<file path="src/rtl/oursring_typedef.sv">
// oursring_typedef: shared station transaction types for the oursring debug/host path.
// Used by the sd arbiter and anything else that talks sd_info_t on the ring.
package oursring_typedef;

    localparam int SD_INFO_W = 106;

    typedef enum logic [1:0] {
        ST_RD  = 2'd0,
        ST_WR  = 2'd1,
        ST_RSP = 2'd2,
        ST_ERR = 2'd3
    } st_type_e;

    typedef enum logic [1:0] {
        ST_IDLE         = 2'd0,
        ST_DR_OUT       = 2'd1,
        ST_INDIRECT_IN  = 2'd2,
        ST_INDIRECT_OUT = 2'd3
    } st_state_e;

    typedef struct packed {
        st_type_e     typ;
        logic [39:0]  addr;
        logic [63:0]  data;
    } sd_info_t;

    // Error response echoing the request address with no payload.
    function automatic sd_info_t sd_rsp_err(input logic [39:0] addr);
        sd_info_t r;
        r.typ  = ST_ERR;
        r.addr = addr;
        r.data = 64'd0;
        return r;
    endfunction

    // Only reads and writes are legitimate requests; RSP/ERR are response-only types.
    function automatic logic sd_is_req(input st_type_e typ);
        return (typ == ST_RD) || (typ == ST_WR);
    endfunction

endpackage

</file>
<file path="src/rtl/oursring_rr_pick.sv">
// oursring_rr_pick: combinational round-robin picker. Returns the first valid
// bit at or after ptr (wrapping) as a one-hot grant plus its index.
module oursring_rr_pick #(
    parameter int N  = 4,
    parameter int IW = (N > 1) ? $clog2(N) : 1
) (
    input  logic [N-1:0]  valid,
    input  logic [IW-1:0] ptr,
    output logic [N-1:0]  grant,
    output logic [IW-1:0] idx,
    output logic          any
);

    logic [IW-1:0] sel_s;

    // Scan from ptr upward, wrapping, and stop at the first requester found.
    always_comb begin
        grant = '0;
        idx   = '0;
        any   = 1'b0;
        sel_s = '0;
        for (int k = 0; k < N; k++) begin
            sel_s = IW'((int'(ptr) + k) % N);
            if (!any && valid[sel_s]) begin
                any          = 1'b1;
                grant[sel_s] = 1'b1;
                idx          = sel_s;
            end else begin
                any = any;
            end
        end
    end

endmodule

</file>
<file path="src/rtl/oursring_sd_arb.sv">
// oursring_sd_arb: round-robin arbiter/sequencer sharing one ring station channel
// among N_REQ requesters. Define OURSRING_SD_ARB_STAT_EN to add statistics counters.
module oursring_sd_arb
    import oursring_typedef::*;
#(
    parameter int N_REQ       = 4,
    parameter int TIMEOUT_CYC = 1024
) (
    input  logic                  clk,
    input  logic                  rst,
    input  logic     [N_REQ-1:0]  req_valid,
    output logic     [N_REQ-1:0]  req_ready,
    input  sd_info_t [N_REQ-1:0]  req_info,
    output logic     [N_REQ-1:0]  rsp_valid,
    input  logic     [N_REQ-1:0]  rsp_ready,
    output sd_info_t              rsp_info,
    output logic                  ring_req_valid,
    input  logic                  ring_req_ready,
    output sd_info_t              ring_req_info,
    input  logic                  ring_rsp_valid,
    output logic                  ring_rsp_ready,
    input  sd_info_t              ring_rsp_info
`ifdef OURSRING_SD_ARB_STAT_EN
    ,
    output logic     [15:0]       stat_timeout_cnt,
    output logic     [15:0]       stat_stray_cnt,
    output logic     [15:0]       stat_illegal_cnt
`endif
);

    localparam int IW     = (N_REQ > 1) ? $clog2(N_REQ) : 1;
    localparam int CW     = (TIMEOUT_CYC > 0) ? $clog2(TIMEOUT_CYC + 1) : 1;
    localparam int TO_LAST = (TIMEOUT_CYC > 0) ? TIMEOUT_CYC - 1 : 0;
    localparam logic [N_REQ-1:0] OH_ONE = N_REQ'(1);

    st_state_e          state_r;
    logic [IW-1:0]      ptr_r;
    logic [IW-1:0]      owner_r;
    sd_info_t           req_r;
    sd_info_t           rsp_r;
    logic [CW-1:0]      cnt_r;
    logic               ring_req_valid_r;
    logic [N_REQ-1:0]   rsp_valid_r;
    logic               ring_rsp_ready_r;

    logic [N_REQ-1:0]   pick_grant_s;
    logic [IW-1:0]      pick_idx_s;
    logic               pick_any_s;
    logic               timeout_s;
    logic [IW-1:0]      ptr_next_s;
    sd_info_t           ring_rsp_fix_s;

    oursring_rr_pick #(
        .N  (N_REQ),
        .IW (IW)
    ) u_pick (
        .valid (req_valid),
        .ptr   (ptr_r),
        .grant (pick_grant_s),
        .idx   (pick_idx_s),
        .any   (pick_any_s)
    );

    assign req_ready      = (state_r == ST_IDLE && !rst) ? pick_grant_s : '0;
    assign rsp_valid      = rsp_valid_r;
    assign rsp_info       = rsp_r;
    assign ring_req_valid = ring_req_valid_r;
    assign ring_req_info  = req_r;
    assign ring_rsp_ready = ring_rsp_ready_r;
    assign timeout_s      = (TIMEOUT_CYC != 0) && (cnt_r == CW'(TO_LAST));
    assign ptr_next_s     = (owner_r == IW'(N_REQ - 1)) ? '0 : owner_r + IW'(1);

    // A ring "response" carrying a request type is malformed and reported as ERR.
    always_comb begin
        ring_rsp_fix_s = ring_rsp_info;
        if (sd_is_req(ring_rsp_info.typ)) begin
            ring_rsp_fix_s.typ = ST_ERR;
        end else begin
            ring_rsp_fix_s.typ = ring_rsp_info.typ;
        end
    end

    // Transaction sequencer: grant, ring request, wait for response, return to owner.
    always_ff @(posedge clk) begin
        if (rst) begin
            state_r          <= ST_IDLE;
            ptr_r            <= '0;
            owner_r          <= '0;
            req_r            <= '0;
            rsp_r            <= '0;
            cnt_r            <= '0;
            ring_req_valid_r <= 1'b0;
            rsp_valid_r      <= '0;
            ring_rsp_ready_r <= 1'b0;
        end else begin
            ring_rsp_ready_r <= 1'b1;
            case (state_r)
                ST_IDLE: begin
                    if (pick_any_s) begin
                        owner_r          <= pick_idx_s;
                        req_r            <= req_info[pick_idx_s];
                        ring_req_valid_r <= sd_is_req(req_info[pick_idx_s].typ);
                        state_r          <= ST_DR_OUT;
                    end
                end
                ST_DR_OUT: begin
                    // Illegal requests pass through here with the ring request
                    // suppressed, so their error comes back two cycles after grant.
                    if (!sd_is_req(req_r.typ)) begin
                        rsp_r       <= sd_rsp_err(req_r.addr);
                        rsp_valid_r <= OH_ONE << owner_r;
                        state_r     <= ST_INDIRECT_OUT;
                    end else if (ring_req_ready) begin
                        ring_req_valid_r <= 1'b0;
                        cnt_r            <= '0;
                        state_r          <= ST_INDIRECT_IN;
                    end
                end
                ST_INDIRECT_IN: begin
                    cnt_r <= cnt_r + CW'(1);
                    if (ring_rsp_valid) begin
                        rsp_r       <= ring_rsp_fix_s;
                        rsp_valid_r <= OH_ONE << owner_r;
                        state_r     <= ST_INDIRECT_OUT;
                    end else if (timeout_s) begin
                        rsp_r       <= sd_rsp_err(req_r.addr);
                        rsp_valid_r <= OH_ONE << owner_r;
                        state_r     <= ST_INDIRECT_OUT;
                    end
                end
                ST_INDIRECT_OUT: begin
                    if (rsp_ready[owner_r]) begin
                        rsp_valid_r <= '0;
                        ptr_r       <= ptr_next_s;
                        state_r     <= ST_IDLE;
                    end
                end
                default: begin
                    state_r <= ST_IDLE;
                end
            endcase
        end
    end

`ifdef OURSRING_SD_ARB_STAT_EN
    logic timeout_evt_s;
    logic stray_evt_s;
    logic illegal_evt_s;

    assign timeout_evt_s = (state_r == ST_INDIRECT_IN) && !ring_rsp_valid && timeout_s;
    assign stray_evt_s   = ring_rsp_valid && ring_rsp_ready_r && (state_r != ST_INDIRECT_IN);
    assign illegal_evt_s = (state_r == ST_IDLE) && pick_any_s && !sd_is_req(req_info[pick_idx_s].typ);

    // Saturating event counters.
    always_ff @(posedge clk) begin
        if (rst) begin
            stat_timeout_cnt <= 16'd0;
            stat_stray_cnt   <= 16'd0;
            stat_illegal_cnt <= 16'd0;
        end else begin
            if (timeout_evt_s && stat_timeout_cnt != 16'hFFFF) begin
                stat_timeout_cnt <= stat_timeout_cnt + 16'd1;
            end
            if (stray_evt_s && stat_stray_cnt != 16'hFFFF) begin
                stat_stray_cnt <= stat_stray_cnt + 16'd1;
            end
            if (illegal_evt_s && stat_illegal_cnt != 16'hFFFF) begin
                stat_illegal_cnt <= stat_illegal_cnt + 16'd1;
            end
        end
    end
`endif

endmodule
</file>
<file path="config.mk">
export PLATFORM = sky130hd
export DESIGN_NAME = oursring_sd_arb
export DESIGN_NICKNAME = d
export VERILOG_FILES = /design/src/rtl/oursring_typedef.sv /design/src/rtl/oursring_rr_pick.sv /design/src/rtl/oursring_sd_arb.sv
export SDC_FILE = /design/constraint.sdc
export NUM_CORES = 1
export LEC_CHECK = 0
export ABC_CLOCK_PERIOD_IN_PS = 9200
export CELL_PAD_IN_SITES_DETAIL_PLACEMENT = 1
export CELL_PAD_IN_SITES_GLOBAL_PLACEMENT = 2
export CORE_AREA = 2 2 295 297
export DETAILED_ROUTE_END_ITERATION = 8
export DIE_AREA = 0 0 297 299
export PLACE_DENSITY_LB_ADDON = 0.08
export SLEW_MARGIN = 15
export SYNTH_ARGS = -nofsm -noshare
export SYNTH_HDL_FRONTEND = slang
export SYNTH_SLANG_ARGS = --single-unit
</file>
<file path="constraint.sdc">
create_clock -name clk -period 9.2 [get_ports clk]
set_input_delay 1.84 -clock clk [delete_from_list [all_inputs] [get_ports clk]]
set_output_delay 1.84 -clock clk [all_outputs]
set_load 0.005 [all_outputs]
</file>
==> results by group <==
Job
  – Max_cap viols: 0

Setup path
  – Arrival @ worst endpoint: 4620 ps
  – CP required: 7360 ps
  – R2r worst-path depth: 11
  – CP Capture Type: output pin
  – Most used cell, CP: clkdlybuf4s50_1
  – R2r endpoint: ring_req_info[72]
  – Crit-path max cell delay: 710 ps
  – Critical path start-end classification: input port to output pin
  – Critical R2R Launch: ptr_r[0]
  – Crit-path cells: clkdlybuf4s50_1 -> or4b_2 -> o32a_1 -> o22ai_1 -> nand2_1 -> a21oi_1 -> clkdlybuf4s50_1
  – R2r setup slk: slightly below 4000 ps
  – Slowest-stage cell, CP: or4b_2
  – Critical Path Source Type: input port
  – Critical Path Fanout Max: 13

Synthesis
  – Ys flop type: dfxtp_1
  – Yosys reg bits: 235
  – Yosys cell types: 63
  – Post-Synth Adder-Cell Area: 1.55%
  – Post-Synth XOR/XNOR Area: 0.511%
  – Simple-Gate Fraction of Synth Area: around 17%
  – Mapped Area: 13700 µm²
  – Post-synth net total: roughly 2200
  – Area contributors post-synth: dfxtp_1 34%, o221ai_1 6.2%, mux2i_1 5.5%
  – Sequential share of the synthesized area: 34.3%
  – Ys async rst share: 0%
  – Post-synth EDFFs: 0
  – Top-area cell type share of the netlist area: 34.3%
  – Yosys warnings: 0
  – Yosys top cell by area: dfxtp_1
  – Post-synthesis mux area share: 12.0%
  – Synth Area in Compound Gates: 28.6%
  – Mapped Cells: around 1600
  – Largest family of logic cells by synthesized area: compound AO/OA/AOI/OAI gates
  – Avg Inst Size Synth: 8.47 µm²

Worst hold path
  – Hold Crit Class: register to register
  – Hold path startpoint: rsp_info[38]
  – Hold Path Stages: 2
  – Hold path endpoint: rsp_info[38]

Clock network
  – CTS tree: done
  – Setup bufs post-CTS: 0
  – Clock transition at path regs: 50 ps
  – Clk root buf: clkbuf_16
  – CTS resizes: 0
  – Clock net sink count: 235
  – Max clock buf depth: 3
  – H-tree levels: 2
  – CTS Buf Count: 38
  – CTS Hold Buffers Added: 0
  – Worst-Skew Late Latency: 560 ps

Outcome
  – Status: completed

Placement
  – Final Wtd Congestion: 0.790
  – Detail Placement HPWL: 66400 µm
  – # port buffers: 763

Final layout
  – Layout cell share with drive strength beyond 1: under 10%
  – Synthesis-to-finish area growth: 72.8%
  – Fill count: 9901
  – Reg area: 4710 µm²
  – Footprint of the multi-input gates: 8360 µm²
  – Nets: around 2800

Routing
  – First DRT Iteration DRCs: 589
  – Routed wire length per instance: 26.1 µm
  – DRT Pass-1 Iters: 5
  – Vias/cell: about 4.7
  – Final WL: 90400 µm
  – DR vias: 16100
  – DRC viols: 0
  – Routed Antenna Nets: 0

Global routing
  – Largest net degree at the start of global routing: 88
  – Total gr overflow: 0
  – GRT Total Usage: 19.4%
  – Antenna violations before repair: 22
  – First-pass GRT wire length: 128000 µm
  – Vias in the first global route: between 15000 and 20000

Power
  – Pwr Total: 5.19 mW
  – Power per cell area: ~220 nW/µm²
  – Leak pwr: 8.38 nW
  – Worst ir drop on vdd: 0.000113 V

Floorplan
  – Die W: 297 µm
  – Die Y: 299 µm
  – I/O pin total: between 700 and 800
  – Starting density of the core: 16.0%
  – Core Box Area: around 86000 µm²
  – Die area: 88800 µm²
  – # rows: ~110

Timing
  – Final setup fails: 0
  – Slew headroom: 29.8%
  – Final min period: between 6000 and 7000 ps
  – Final hold vios: 0
  – Layout Skew: roughly 19 ps
  – Max-slew violation count: 0
  – Period utilisation layout: 70.2%
  – Least-Margin Pin Slew: 1050 ps
  – Final Hold Slack: 449 ps
  – RSZ-0062 raised after global routing: no
  – Maximum clock rate: 155 MHz
  – Setup TNS: 0 ps
==> per-layer routing <==
metal / up-vias / global-route usage [%] / share of wire, %
met1: 8016 / 22.7 / 41
met2: 472 / 34.9 / 51
met3: 96 / 5.50 / 6.1
met5: - / 0 / 0.18
li1: 7501 / - / -
met4: 24 / 4.34 / 1.6
==> stage by stage <==
step,cells,setup WS [ps],util (%),area (µm²)
floorplan,1618,4080,-,13700
global placement,3387,2810,26.0,22400
detailed placement,3388,2740,26.0,22400
CTS,3456,2740,27.5,23600
global route,3463,2550,27.6,23700
finish,3464,2740,27.6,23700
==> worst max-delay path, delay by kind of cell <==
kind                   cells  cell delay (ps)
and+or+nand+nor            2              830
AOI/OAI and AO/OA          3              720
buffers and inverters      2             1230
==> cell usage after synthesis, types with 2 or more instances <==
master,n
dfxtp_1,235
nand2_1,196
a21oi_1,120
clkbuf_1,120
nand3_1,106
o221ai_1,97
nor2_1,87
mux2i_1,76
and3_1,74
mux2_2,60
a221o_1,45
buf_2,42
a311oi_1,41
a21boi_0,37
o21ai_0,37
a211o_1,36
a22oi_1,36
a32o_1,36
ha_1,17
mux2_1,11
o21ai_1,10
inv_1,9
xor2_1,7
nand2b_1,6
or3b_2,6
a211oi_1,5
buf_1,5
buf_4,4
mux4_2,4
nand4_1,4
o211ai_1,4
and2_1,3
nand3b_1,3
nor2b_1,3
o211a_1,3
nand2_4,2
nor3b_1,2
o41ai_1,2
or2_2,2
or3_1,2
==> worst max path at each step <==
stage / from / end / slack, ps / cells past startpoint
final: req_valid[0] / req_ready[3] / 2740 / 7
after global routing: req_valid[0] / req_ready[2] / 2550 / 6
after CTS: req_valid[0] / req_ready[2] / 2740 / 6
after detailed placement: req_valid[0] / req_ready[2] / 2740 / 6
after global placement: req_valid[0] / req_ready[2] / 2810 / 7
after floorplan: req_valid[3] / req_ready[0] / 4080 / 6
==> state kept, by name, summed over array words and instances (netlist names) <==
name / cells
rsp_valid: 4
state_r: 2
rsp_info: 106
ring_req_valid: 1
ring_rsp_ready: 1
cnt_r: 11
ptr_r: 2
owner_r: 2
ring_req_info: 106
==> report_power, final <==
group / switching, mW / total (mW) / internal, mW
Clock: 0.591 / 1.47 / 0.882
Sequential: 0.194 / 1.46 / 1.27
Combinational: 1.20 / 2.26 / 1.06
Total: 1.98 / 5.19 / 3.21
==> cells by family after synthesis <==
group | Yosys count
buffers and inverters | 181
xor gates and xnor gates | 8
AOI/OAI and AO/OA | 518
DFF | 235
and+or+nand+nor | 508
muxes | 151
adders and majority gates | 17
==> layout make-up <==
| class | count | area share (%) |
|---|---|---|
| clock inverters | 10 | 0.417 |
| flip-flops and latches | 235 | 19.9 |
| well taps | 1155 | 6.10 |
| inverters | 9 | 0.143 |
| repair buffers | 789 | 33.3 |
| clock buffers | 58 | 4.80 |
| multi-input cells | 1202 | 35.3 |
| diodes | 6 | 0.0634 |
==> cells in the final DEF (no fill, tap or decap), types with 36 or more instances in the layout <==
cell / n
and3_1: 74
a21boi_0: 37
o21ai_0: 37
nand3_1: 106
nor2_1: 85
a22oi_1: 36
nand2_1: 194
clkbuf_16: 39
a32o_1: 36
dfxtp_1: 234
a221o_1: 45
a211o_1: 36
o221ai_1: 97
a311oi_1: 41
mux2_2: 60
mux2i_1: 75
a21oi_1: 119
clkdlybuf4s50_1: 762
Note: power is estimated with default switching activity, not from simulation.
==> patch: new RTL, same flow settings <==
The option `OURSRING_SD_ARB_STAT_EN` is turned on by a define.
--- a/src/rtl/oursring_sd_arb.sv
+++ b/src/rtl/oursring_sd_arb.sv
@@ -2,2 +2,4 @@
 // among N_REQ requesters. Define OURSRING_SD_ARB_STAT_EN to add statistics counters.
+`define OURSRING_SD_ARB_STAT_EN
+
 module oursring_sd_arb
New outputs: stat_illegal_cnt, stat_stray_cnt and stat_timeout_cnt. Function: not settled (the Yosys comparison gave no result); the edit may change what the design does.
==> patch against the unedited design <==
Core utilization rose by 0.89 points. Total power is 6.4% higher. Highest routed layer unchanged. First-iteration DRC count decreased by 6.5%. Cell area increased by 3.2%. Non-clock buffer count grew 37. Sequential cell count grew 48. Routed wire length down 4.7%. Synthesized area rose by 1.2%. Combinational power fell by 4%. Setup slack got worse by 76 ps.
==> patch: results (changes against the unedited design) <==
STA
  – Post-route clock period utilization: 71.02% (+0.82 points)
  – Slew at the pin closest to its max-slew limit: 946.5 ps (-106.7 ps)
  – Setup clock skew after layout: 21.49 ps (+2.556 ps)
  – Hold Worst Slack: 451.9 ps (+2.700 ps)
  – Setup_tns: 0 ps (unchanged)

Clock network
  – CTS max path bufs: 3 (unchanged)
  – Source-to-sink clock delay at the later pin of the worst-skew pair: 580 ps (+20 ps)
  – H-tree levels: 2 (unchanged)
  – Number of clock buffers inserted by TritonCTS: 43 (+13%)
  – Clk slew on worst S/H paths: 50 ps (about the same)
  – Post-CTS setup repair buffer count: 0 (unchanged)
  – Clock Root Buffer: clkbuf_16
  – Post-cts repair resize count: 0 (unchanged)

Worst setup path
  – CP arrival: 4690 ps (+70 ps)
  – CP Max Fanout: 10 (-3)
  – Register-to-Register Setup Slack: 3960 ps (+60 ps)

Outcome
  – Run status: completed

Place
  – Number of placed instances with taps included: 3,433 (+1.3%)
  – Final Wtd Congestion: 0.8652 (+9.5%)
  – Setup Slack @ Placement: 2687 ps (-56.05 ps)
  – Area after DPL: 0.02305 mm2 (+3.0%)
  – HPWL after DPL: 67,780 um (+2.1%)
  – Port Buffer Count: 811 (+6.3%)

Synth
  – Most frequent cells after synthesis: nand2_1, dfxtp_1, mux2i_1, nor2_1, o221ai_1
  – Sequential cell area fraction in the yosys report: 40.83% (+6.5 points)
  – Ranking of synthesized cells by area: dfxtp_1, mux2i_1, nand2_1
  – Count of yosys warnings during synthesis: 0 (unchanged)
  – Syn nets: 2,142 (-1.6%)
  – Number of distinct library cell variants in the gate-level netlist after synthesis: 60 (-4.8%)
  – Fraction of registers with async set/reset: 0% (unchanged)
  – Post-synthesis average cell area: 8.783 um2 (+3.7%)
  – Primary FF master, synth: dfxtp_1

GRT
  – Total routing resource utilization after global routing: 18.69% (-0.71 points)
  – Pin count of the biggest net entering global routing: 105 (+19%)
  – Initial antenna violation count: 25 (+14%)
  – Global-route wire length before repair: 121,500 um (-4.8%)
  – Number of global-route vias before repair: 16,340 (-5.5%)

Drt
  – Total routed wirelength: 86,150 um (-4.7%)
  – First drt pass iteration count: 4 (-1)
  – Initial DRC count: 551 (-6.5%)
  – Vias after detailed routing: 15,300 (-5.0%)
  – Drt wl/cell: 24.49 um (-6.2%)

Layout
  – Area of the multi-input gates: 0.007627 mm2 (-8.7%)
  – Number of nets in the layout: 2,885 (+1.8%)
  – Count of filler cells inserted in the layout: 9,882 (-0.19%)
  – Share of post-route cells with drive strength above 1: 4.291% (-3.5 points)

Min path
  – Hold/Removal Path Class: reg -> reg

Power and ir drop
  – Worst voltage drop across the vdd grid: 0.0001000 V (-12%)
  – Cell leakage power: 8.462 nW (+1.0%)
-- patch: area by class of cell --
type                    count  area share (%)
clock inverters            10          0.3634
flip-flops and latches    283           23.18
repair buffers            826           33.78
clock buffers              66           5.246
well taps                1155           5.912
diodes                      9         0.09213
inverters                  15          0.2303
multi-input cells        1154           31.20
-- patch: worst max-delay path: stages --
cell	delay [ps]
clkdlybuf4s50_1	530
mux4_1	770
nor4b_1	710
a221oi_1	190
nor2_1	140
clkdlybuf4s50_1	520
-- patch: worst paths after layout --
check                           cells past startpoint                 to         start
worst max-delay path                                6       req_ready[2]  req_valid[3]
worst min register to register                      2       rsp_info[40]  rsp_info[40]
worst min-delay path                                2       rsp_info[40]  rsp_info[40]
worst max register to register                      8  ring_req_info[60]      ptr_r[0]
-- patch: per-layer routing --
layer	GRT usage (%)	part of all wire (%)	vias to the layer above
met4	3.668	1.3	24
met1	20.42	38	7465
met5	0	0.17	-
met3	5.576	6.4	89
met2	35.49	54	476
li1	-	-	7245
-- patch: cells by family (layout without fill, tap and decap cells) --
family / Yosys count / count (layout) / share of synthesized area [%]
AOI/OAI and AO/OA: 287 / 287 / 15.22
muxes: 226 / 226 / 16.82
other: 0 / 9 / 0
DFF: 283 / 283 / 40.83
adders and majority gates: 20 / 20 / 1.803
and+or+nand+nor: 586 / 586 / 18.56
xor gates and xnor gates: 35 / 35 / 2.209
buffers and inverters: 143 / 917 / 4.562
-- patch: power by group --
part / total, W / internal [W] / switching (W) / leakage, nW
Combinational: 0.00216 / 0.00101 / 0.00115 / 5.47
Clock: 0.00164 / 0.000983 / 0.000656 / 0.677
Sequential: 0.00173 / 0.00150 / 0.000230 / 2.31
Total: 0.00552 / 0.00348 / 0.00204 / 8.46
